File: src/rtl/lookup_mult_pkg.sv
// Shared constants, the stage-1 pipeline record and the nibble-product
// helper used to fill the lookup tables of lookup_multiplier.
package lookup_mult_pkg;

  localparam int OP_W   = 8;
  localparam int NIB_W  = 4;
  localparam int PROD_W = 16;

  // Operand magnitudes plus the sign the final product must take.
  typedef struct packed {
    logic [OP_W-1:0] mag_a;
    logic [OP_W-1:0] mag_b;
    logic            neg;
  } stage1_t;

  // Shift-and-add 4x4 product; only used to build constant table contents.
  function automatic logic [2*NIB_W-1:0] nib_mul(input logic [NIB_W-1:0] x,
                                                 input logic [NIB_W-1:0] y);
    logic [2*NIB_W-1:0] acc;
    acc = '0;
    for (int i = 0; i < NIB_W; i++) begin
      if (y[i]) acc = acc + ({{NIB_W{1'b0}}, x} << i);
    end
    return acc;
  endfunction

endpackage

File: src/rtl/nibble_mul_lut.sv
// Combinational 256 x 8-bit ROM: 4-bit x 4-bit unsigned product.
// The table is a constant, so synthesis folds it into LUT logic.
module nibble_mul_lut
  import lookup_mult_pkg::*;
(
  input  logic [NIB_W-1:0]   x,
  input  logic [NIB_W-1:0]   y,
  output logic [2*NIB_W-1:0] prod
);

  logic [2*NIB_W-1:0] rom [256];

  // One table entry per {x,y} address.
  for (genvar gi = 0; gi < 256; gi++) begin : g_rom
    localparam logic [7:0] IDX = 8'(gi);
    assign rom[gi] = nib_mul(IDX[7:4], IDX[3:0]);
  end

  assign prod = rom[{x, y}];

endmodule

File: src/rtl/lookup_multiplier.sv
// Two-stage 8x8 signed/unsigned multiplier built from four 4x4 nibble
// lookup tables (no '*' operator).
// Stage 1 registers operand magnitudes and the result sign; stage 2 sums
// the nibble products, applies the sign and registers p.
// Optional macro LUT_MULT_ZERO_FLAG_EN adds the output z (p == 0), aligned
// with p.
module lookup_multiplier
  import lookup_mult_pkg::*;
(
  input  logic              clk,
  input  logic              rst_n,
  input  logic [OP_W-1:0]   a,
  input  logic [OP_W-1:0]   b,
  input  logic              sgnd,
  output logic [PROD_W-1:0] p
`ifdef LUT_MULT_ZERO_FLAG_EN
  ,
  output logic              z
`endif
);

  stage1_t s1_next;
  stage1_t s1_reg;

  // Sign/magnitude split; -128 maps to 8'h80, which is its own magnitude.
  always_comb begin
    s1_next       = '0;
    s1_next.neg   = sgnd & (a[OP_W-1] ^ b[OP_W-1]);
    s1_next.mag_a = (sgnd & a[OP_W-1]) ? (~a + 8'd1) : a;
    s1_next.mag_b = (sgnd & b[OP_W-1]) ? (~b + 8'd1) : b;
  end

  // Stage-1 pipeline register.
  always_ff @(posedge clk or negedge rst_n) begin
    if (!rst_n) s1_reg <= '0;
    else        s1_reg <= s1_next;
  end

  // Nibble products: index {a_hi_sel, b_hi_sel} -> 0=LL, 1=LH, 2=HL, 3=HH.
  logic [2*NIB_W-1:0] nib_prod [4];

  for (genvar gi = 0; gi < 4; gi++) begin : g_lut
    localparam logic [1:0] SEL = 2'(gi);
    nibble_mul_lut u_lut (
      .x    (SEL[1] ? s1_reg.mag_a[7:4] : s1_reg.mag_a[3:0]),
      .y    (SEL[0] ? s1_reg.mag_b[7:4] : s1_reg.mag_b[3:0]),
      .prod (nib_prod[gi])
    );
  end

  logic [PROD_W-1:0] cross_sum;
  logic [PROD_W-1:0] mag_sum;
  logic [PROD_W-1:0] result_next;

  // Adder tree on the unsigned magnitude, then conditional two's-complement negate.
  always_comb begin
    cross_sum   = {8'd0, nib_prod[1]} + {8'd0, nib_prod[2]};
    mag_sum     = {8'd0, nib_prod[0]} + (cross_sum << 4) + ({8'd0, nib_prod[3]} << 8);
    result_next = s1_reg.neg ? (~mag_sum + 16'd1) : mag_sum;
  end

  // Stage-2 output register.
  always_ff @(posedge clk or negedge rst_n) begin
    if (!rst_n) p <= '0;
    else        p <= result_next;
  end

`ifdef LUT_MULT_ZERO_FLAG_EN
  // Zero flag registered alongside p; a cleared p reads as zero.
  always_ff @(posedge clk or negedge rst_n) begin
    if (!rst_n) z <= 1'b1;
    else        z <= (result_next == '0);
  end
`endif

endmodule

File: config.mk
export PLATFORM = sky130hd
export DESIGN_NAME = lookup_multiplier
export DESIGN_NICKNAME = d
export VERILOG_FILES = /design/src/rtl/lookup_mult_pkg.sv /design/src/rtl/nibble_mul_lut.sv /design/src/rtl/lookup_multiplier.sv
export SDC_FILE = /design/constraint.sdc
export NUM_CORES = 1
export LEC_CHECK = 0
export ABC_CLOCK_PERIOD_IN_PS = 5460
export CORE_ASPECT_RATIO = 0.9
export CORE_MARGIN = 4
export CORE_UTILIZATION = 27
export CTS_BUF_LIST = sky130_fd_sc_hd__clkbuf_8 sky130_fd_sc_hd__clkbuf_16
export DETAILED_ROUTE_END_ITERATION = 16
export HOLD_SLACK_MARGIN = 0.03
export PLACE_DENSITY = 0.5
export SYNTH_ARGS = -nofsm -noshare
export SYNTH_HDL_FRONTEND = slang
export SYNTH_SLANG_ARGS = --single-unit
File: constraint.sdc
create_clock -name clk -period 5.46 [get_ports clk]
set_input_delay 1.638 -clock clk [delete_from_list [all_inputs] [get_ports clk]]
set_output_delay 1.638 -clock clk [all_outputs]
set_load 0.01 [all_outputs]
-- After elaboration in Yosys (flattened, before gate mapping)
Memory sizes are Yosys's and may differ from the RTL's.
Cells that the tools add are included.
Widths: inputs -> output; s select.
- bits in registers: 33
- latch bits: 0
- memory bits (writable): 0
- memory bits (read-only): 8192
- bits of input ports: 19
- output and inout bits: 16
- word-level logic and storage cells: 40
- memories: 4
- add/subtract/negate cells: 6
- $mul: 0
- div/mod/pow operators: 0
- order comparisons: 4
- equality and inequality tests: 0
- shifts and indexed selects: 0
- multiplexer cells: 11
- bitwise gates (word level): 11
- reduce and logical (&&, ||, !) cells: 0
- memory list (name ; depth ; bits a word ; read ports ; clocked after memory_dff ; write ports ; RTL line ; RTL):
    (no name shown) ; 256 ; 8 ; 1 ; 0 ; 0 ; nibble_mul_lut.sv:19 ; assign prod = rom[{x, y}];
    (no name shown) ; 256 ; 8 ; 1 ; 0 ; 0 ; nibble_mul_lut.sv:19 ;
    (no name shown) ; 256 ; 8 ; 1 ; 0 ; 0 ; nibble_mul_lut.sv:19 ;
    (no name shown) ; 256 ; 8 ; 1 ; 0 ; 0 ; nibble_mul_lut.sv:19 ;
- operators with widths (kind ; count):
    $mux 8 ; 10
    $ge 9x9->1 const B ; 4
    $not 8->9 ; 4
    $add 14x16->16 ; 1
    $add 16x1->16 const B ; 1
    $add 8x1->8 const B ; 2
    $mux 16 ; 1
    $not 16->16 ; 1
    $not 8->8 ; 2
    $add 8x13->14 ; 1
    $add 8x8->9 ; 1
    $and 1x1->1 ; 3
    $xor 1x1->1 ; 1

-- Logic depth before layout (Yosys ltp)
- depth after elaboration: 10
- mapped depth: 27
- depth with buffers taken out: 25

-- Cells and area by module
Synthesis repeated with hierarchy kept, for this count alone.
- cells, all modules: 1014
- area total of the unflattened synthesis: 7454.6 µm²
- by module, submodules not included (module ; instances ; cells each ; area each (µm²) ; seq. area each (µm²)):
    nibble_mul_lut ; 4 ; 197 ; 1306.3 ; 0.0
    lookup_multiplier ; 1 ; 226 ; 2229.6 ; 825.8

-- Worst setup path after synthesis
OpenSTA, ideal clock, no wires.
- kind: register to register
- start: register s1_reg[1] in the netlist's numbering
- end: register p[15]
- setup time: 0.127 ns
- arrival: 5.170 ns
- data required time: 5.333 ns
- slack: 0.162 ns
- cell stages (with the launch flop): 27
- path buffers: 1
- clock period less this slack: 5.298 ns
- cell sequence: dfrtp_1 -> buf_1 -> inv_1 -> ha_1 -> and2_1 -> a21oi_1 -> xnor2_1 -> mux4_2 -> a21oi_1 -> nand2_1 -> o21ai_0 -> ha_1 -> inv_1 -> nor2_1 -> nor2_1 -> o21bai_1 -> a21oi_1 -> xnor2_1 -> ha_1 -> or3b_2 -> o21ai_0 -> a311oi_1 -> o2111ai_1 -> nor3_1 -> nand3_1 -> o221ai_1 -> xnor2_1
- longest elaborated chain between the ends: 10
- ends and longest elaborated chain (element ; RTL line ; RTL):
    from (decl) ; lookup_multiplier.sv:23 ; stage1_t s1_reg;
    from (signal assigned) ; lookup_multiplier.sv:36 ; else s1_reg <= s1_next;
    $not 8->9 (implied by the code) ; nibble_mul_lut.sv:19 ;
    $mem_v2 256x8 ; n/a ;
    $mux 8 (implied by the code) (2 in series) ; nibble_mul_lut.sv:19 ;
    $add 8x8->9 ; lookup_multiplier.sv:57 ; cross_sum = {8'd0, nib_prod[1]} + {8'd0, nib_prod[2]};
    $add 8x13->14 (*) ; lookup_multiplier.sv:58 ; mag_sum = {8'd0, nib_prod[0]} + (cross_sum << 4) + ({8'd0, nib_prod[3]} << 8);
    $add 14x16->16 (*) ; lookup_multiplier.sv:58 ;
    $not 16->16 ; lookup_multiplier.sv:59 ; result_next = s1_reg.neg ? (~mag_sum + 16'd1) : mag_sum;
    $add 16x1->16 ; lookup_multiplier.sv:59 ;
    $mux 16 (*) ; lookup_multiplier.sv:59 ;
    named net result_next[15] ; lookup_multiplier.sv:53 ; logic [PROD_W-1:0] result_next;
    to (signal assigned) ; lookup_multiplier.sv:65 ; else p <= result_next;
    to (decl) ; lookup_multiplier.sv:15 ; output logic [PROD_W-1:0] p
The timed path passes the listed nets; every way through them passes the cells marked *. The select of a mux whose other input is x is not followed.

-- Worst setup path after layout
- start: register s1_reg[6] in the netlist's numbering
- end: register p[15]
- longest elaborated chain between the ends: 10
- ends and longest elaborated chain (element ; RTL line):
    $not 8->9 (implied by the code) ; nibble_mul_lut.sv:19
    $mem_v2 256x8 ; n/a
    $mux 8 (implied by the code) (2 in series) ; nibble_mul_lut.sv:19
    $add 8x8->9 ; lookup_multiplier.sv:57
    $add 8x13->14 ; lookup_multiplier.sv:58
    $add 14x16->16 (*) ; lookup_multiplier.sv:58
    $not 16->16 ; lookup_multiplier.sv:59
    $add 16x1->16 ; lookup_multiplier.sv:59
    $mux 16 (*) ; lookup_multiplier.sv:59
    named net result_next[15] ; lookup_multiplier.sv:53
Marks and branches as above.

==> results.cfg <==
[critical_path]
cp_max_fo = 7
r2r_setup_slack_ns = 0.41
arrival_ns = 5.25
start_kind = register
end_kind = register
required_ns = 5.66
critical_path_class = register to register

[grt]
grt_pass1_wl_mm = 34.4
antenna_found_initial = 0
grt-ovfl-total = 0
grt_start_max_net_pins = 77
grt_use_total_pct = 16.6
grt_pass1_vias = 6092

[placement]
place_congestion = 0.877
hpwl_mm = 16.1
io_buffers = 34
pre_cts_ws_ns = 0.0925
dp.cells = 1164
dpl_cell_area_um2 = 6990

[finish]
final_layout_size_suffix_gt1_share_pct = 13.5
nets = 940
fin_area_um2 = 7170
final_cell_mix = nor2_1, a21oi_1, nand2_1
area_growth_pct = 16.4
largest_reg_flops = 17
final_cells = 1173
mostFrequentLayoutCell = nor2_1
fillers = 2431
n_antenna_cell = 0

[cts]
clk_pin_slew_ns = 0.06
cts_buffers = 5
cts.sinks = 33
cts-hold-fix-buffers = 0
ctsRootBufferMaster = clkbuf_16
clk_latency_ns = 0.28
clock_path_buffers = 2
cts_tree = yes
ctsHtreeMaxLevel = 2

[timing]
setup_tns_ns = 0
maxSlewHeadroom_pct = 32.0
setup_viol = 0
slew_violations = 0
period_share_pct = 92.5
tightest_slew_ns = 1.00
hold_viol = 0
max_freq_mhz = 198
skew_ns = 0.00748
worst_slack_ns = 0.407
rsz0062_at_grt = no
fin_hold_ws_ns = 0.832
min_period_ns = 5.05

[yosys]
syn_area_per_cell_um2 = 7.24
syn_nets = 916
seq_area_frac_synth_pct = 13.4
synth_ff_type = dfrtp_1
async_reset_ff_share_pct = 100
netlist.area_leader.share_pct = 13.4
yosys.area.top_type = dfrtp_1
ys_warn_count = 0
synth_area_um2 = 6160
synthCells = 851
synth_area_leaders = dfrtp_1, ha_1, a21oi_1
yosysUniqueCellTypes = 80
synth_edf_count = 0
synth_seq_cells = 33

[power_and_ir_drop]
ir_drop_mv = 0.208
p_leak_uw = 0.00281
power_density_nw_per_um2 = 306

[drt]
firstDrtPassIters = 6
wirelength_mm = 21.6
vias = 6612
wl_per_cell_um = 18.4
drc = 0
antenna_left = 0
drt-initial-drc-count = 724
viasPerCell = 5.64

[min_path]
min_path_type = register to register

[floorplan]
ios = 35
design.core.area_um2 = 22400
fp-row-count = 52
dieArea_um2 = 25300
dieWidth_um = 167
initial_core_util_pct = 27.4
die_height_um = 151

[status]
status = complete, no violations

[flow_run]
drv_cap = 0
## metrics by stage
| stage | utilization, % | power [uW] |
|---|---|---|
| 2_1_floorplan | - | 1420 |
| 3_3_place_gp | 31.1 | 1870 |
| 3_5_place_dp | 31.1 | 1860 |
| 4_1_cts | 31.8 | 2150 |
| 5_1_grt | 32.0 | 2380 |
| 6_report | 32.0 | 2200 |
## Yosys cell counts (15+ instances only)
library cell,instances
inv_1,27
o21ai_0,57
dfrtp_1,33
ha_1,44
nand2_1,71
nor3_1,24
xor2_1,15
xnor2_1,31
nand2b_1,17
o211ai_1,21
a21oi_1,93
nand3_1,18
a31oi_1,17
mux2i_1,16
clkbuf_1,49
nor2_1,97
## worst max-delay path: stages (launching register included)
cell       delay (ns)
dfrtp_1          0.44
ha_1             0.23
nor2_1           0.18
a211oi_1         0.09
or2_2            0.36
mux4_2           0.51
a221oi_1         0.32
a31oi_1          0.10
ha_1             0.35
inv_1            0.05
o21bai_1         0.18
a21oi_2          0.09
xnor2_1          0.13
ha_1             0.35
or3b_2           0.21
o21ai_0          0.09
a311oi_2         0.32
o2111ai_2        0.21
nor3_2           0.22
nand3_1          0.16
o221ai_2         0.24
xnor2_1          0.14
## cell type report
class                           instances  area (um^2)  share of cell area, %
Clock buffer                            5          125                   1.74
Timing Repair Buffer                   96          826                   11.5
Clock inverter                          3         13.8                  0.192
Sequential cell                        33          831                   11.6
Inverter                               30          113                   1.57
Tap cell                              297          372                   5.18
Multi-Input combinational cell        709         4890                   68.2
## kinds of logic after synthesis
group	Yosys count	synth area share, %
xor gates and xnor gates	46	6.54
and+or+nand+nor	282	21.6
adders and majority gates	46	9.59
muxes	31	7.84
buffers and inverters	109	7.80
DFF	33	13.4
AOI/OAI and AO/OA	304	33.2
## metal layers
layer  share of wire (%)  global-route usage, %  vias up
met1                  47                   25.3     3097
met2                  43                   24.9      323
met3                 8.9                   2.84       16
li1                    -                      -     3176
met5                   0                      0        -
met4                0.83                   2.80        0
## power breakdown
group	switching, uW	internal [uW]	leakage, uW	total [uW]
Sequential	40.0	309	0.000388	349
Clock	107	166	0.0000748	272
Combinational	889	685	0.00234	1570
Total	1040	1160	0.00281	2200
## worst paths after layout
kind                               to  depth (start not counted)      start
min                              p[0]                          2  s1_reg[1]
max                             p[15]                         21  s1_reg[6]
max in group asynchronous  s1_reg[10]                          1      rst_n
min reg2reg                      p[0]                          2  s1_reg[1]
min in group asynchronous       p[12]                          1      rst_n
max reg2reg                     p[15]                         21  s1_reg[6]
## timing repair
item,in CTS,in global routing
resized for setup,0,8
buffers inserted,0,1
endpoints found under the setup margin,0,4
Power figures use the tool's default switching activity.
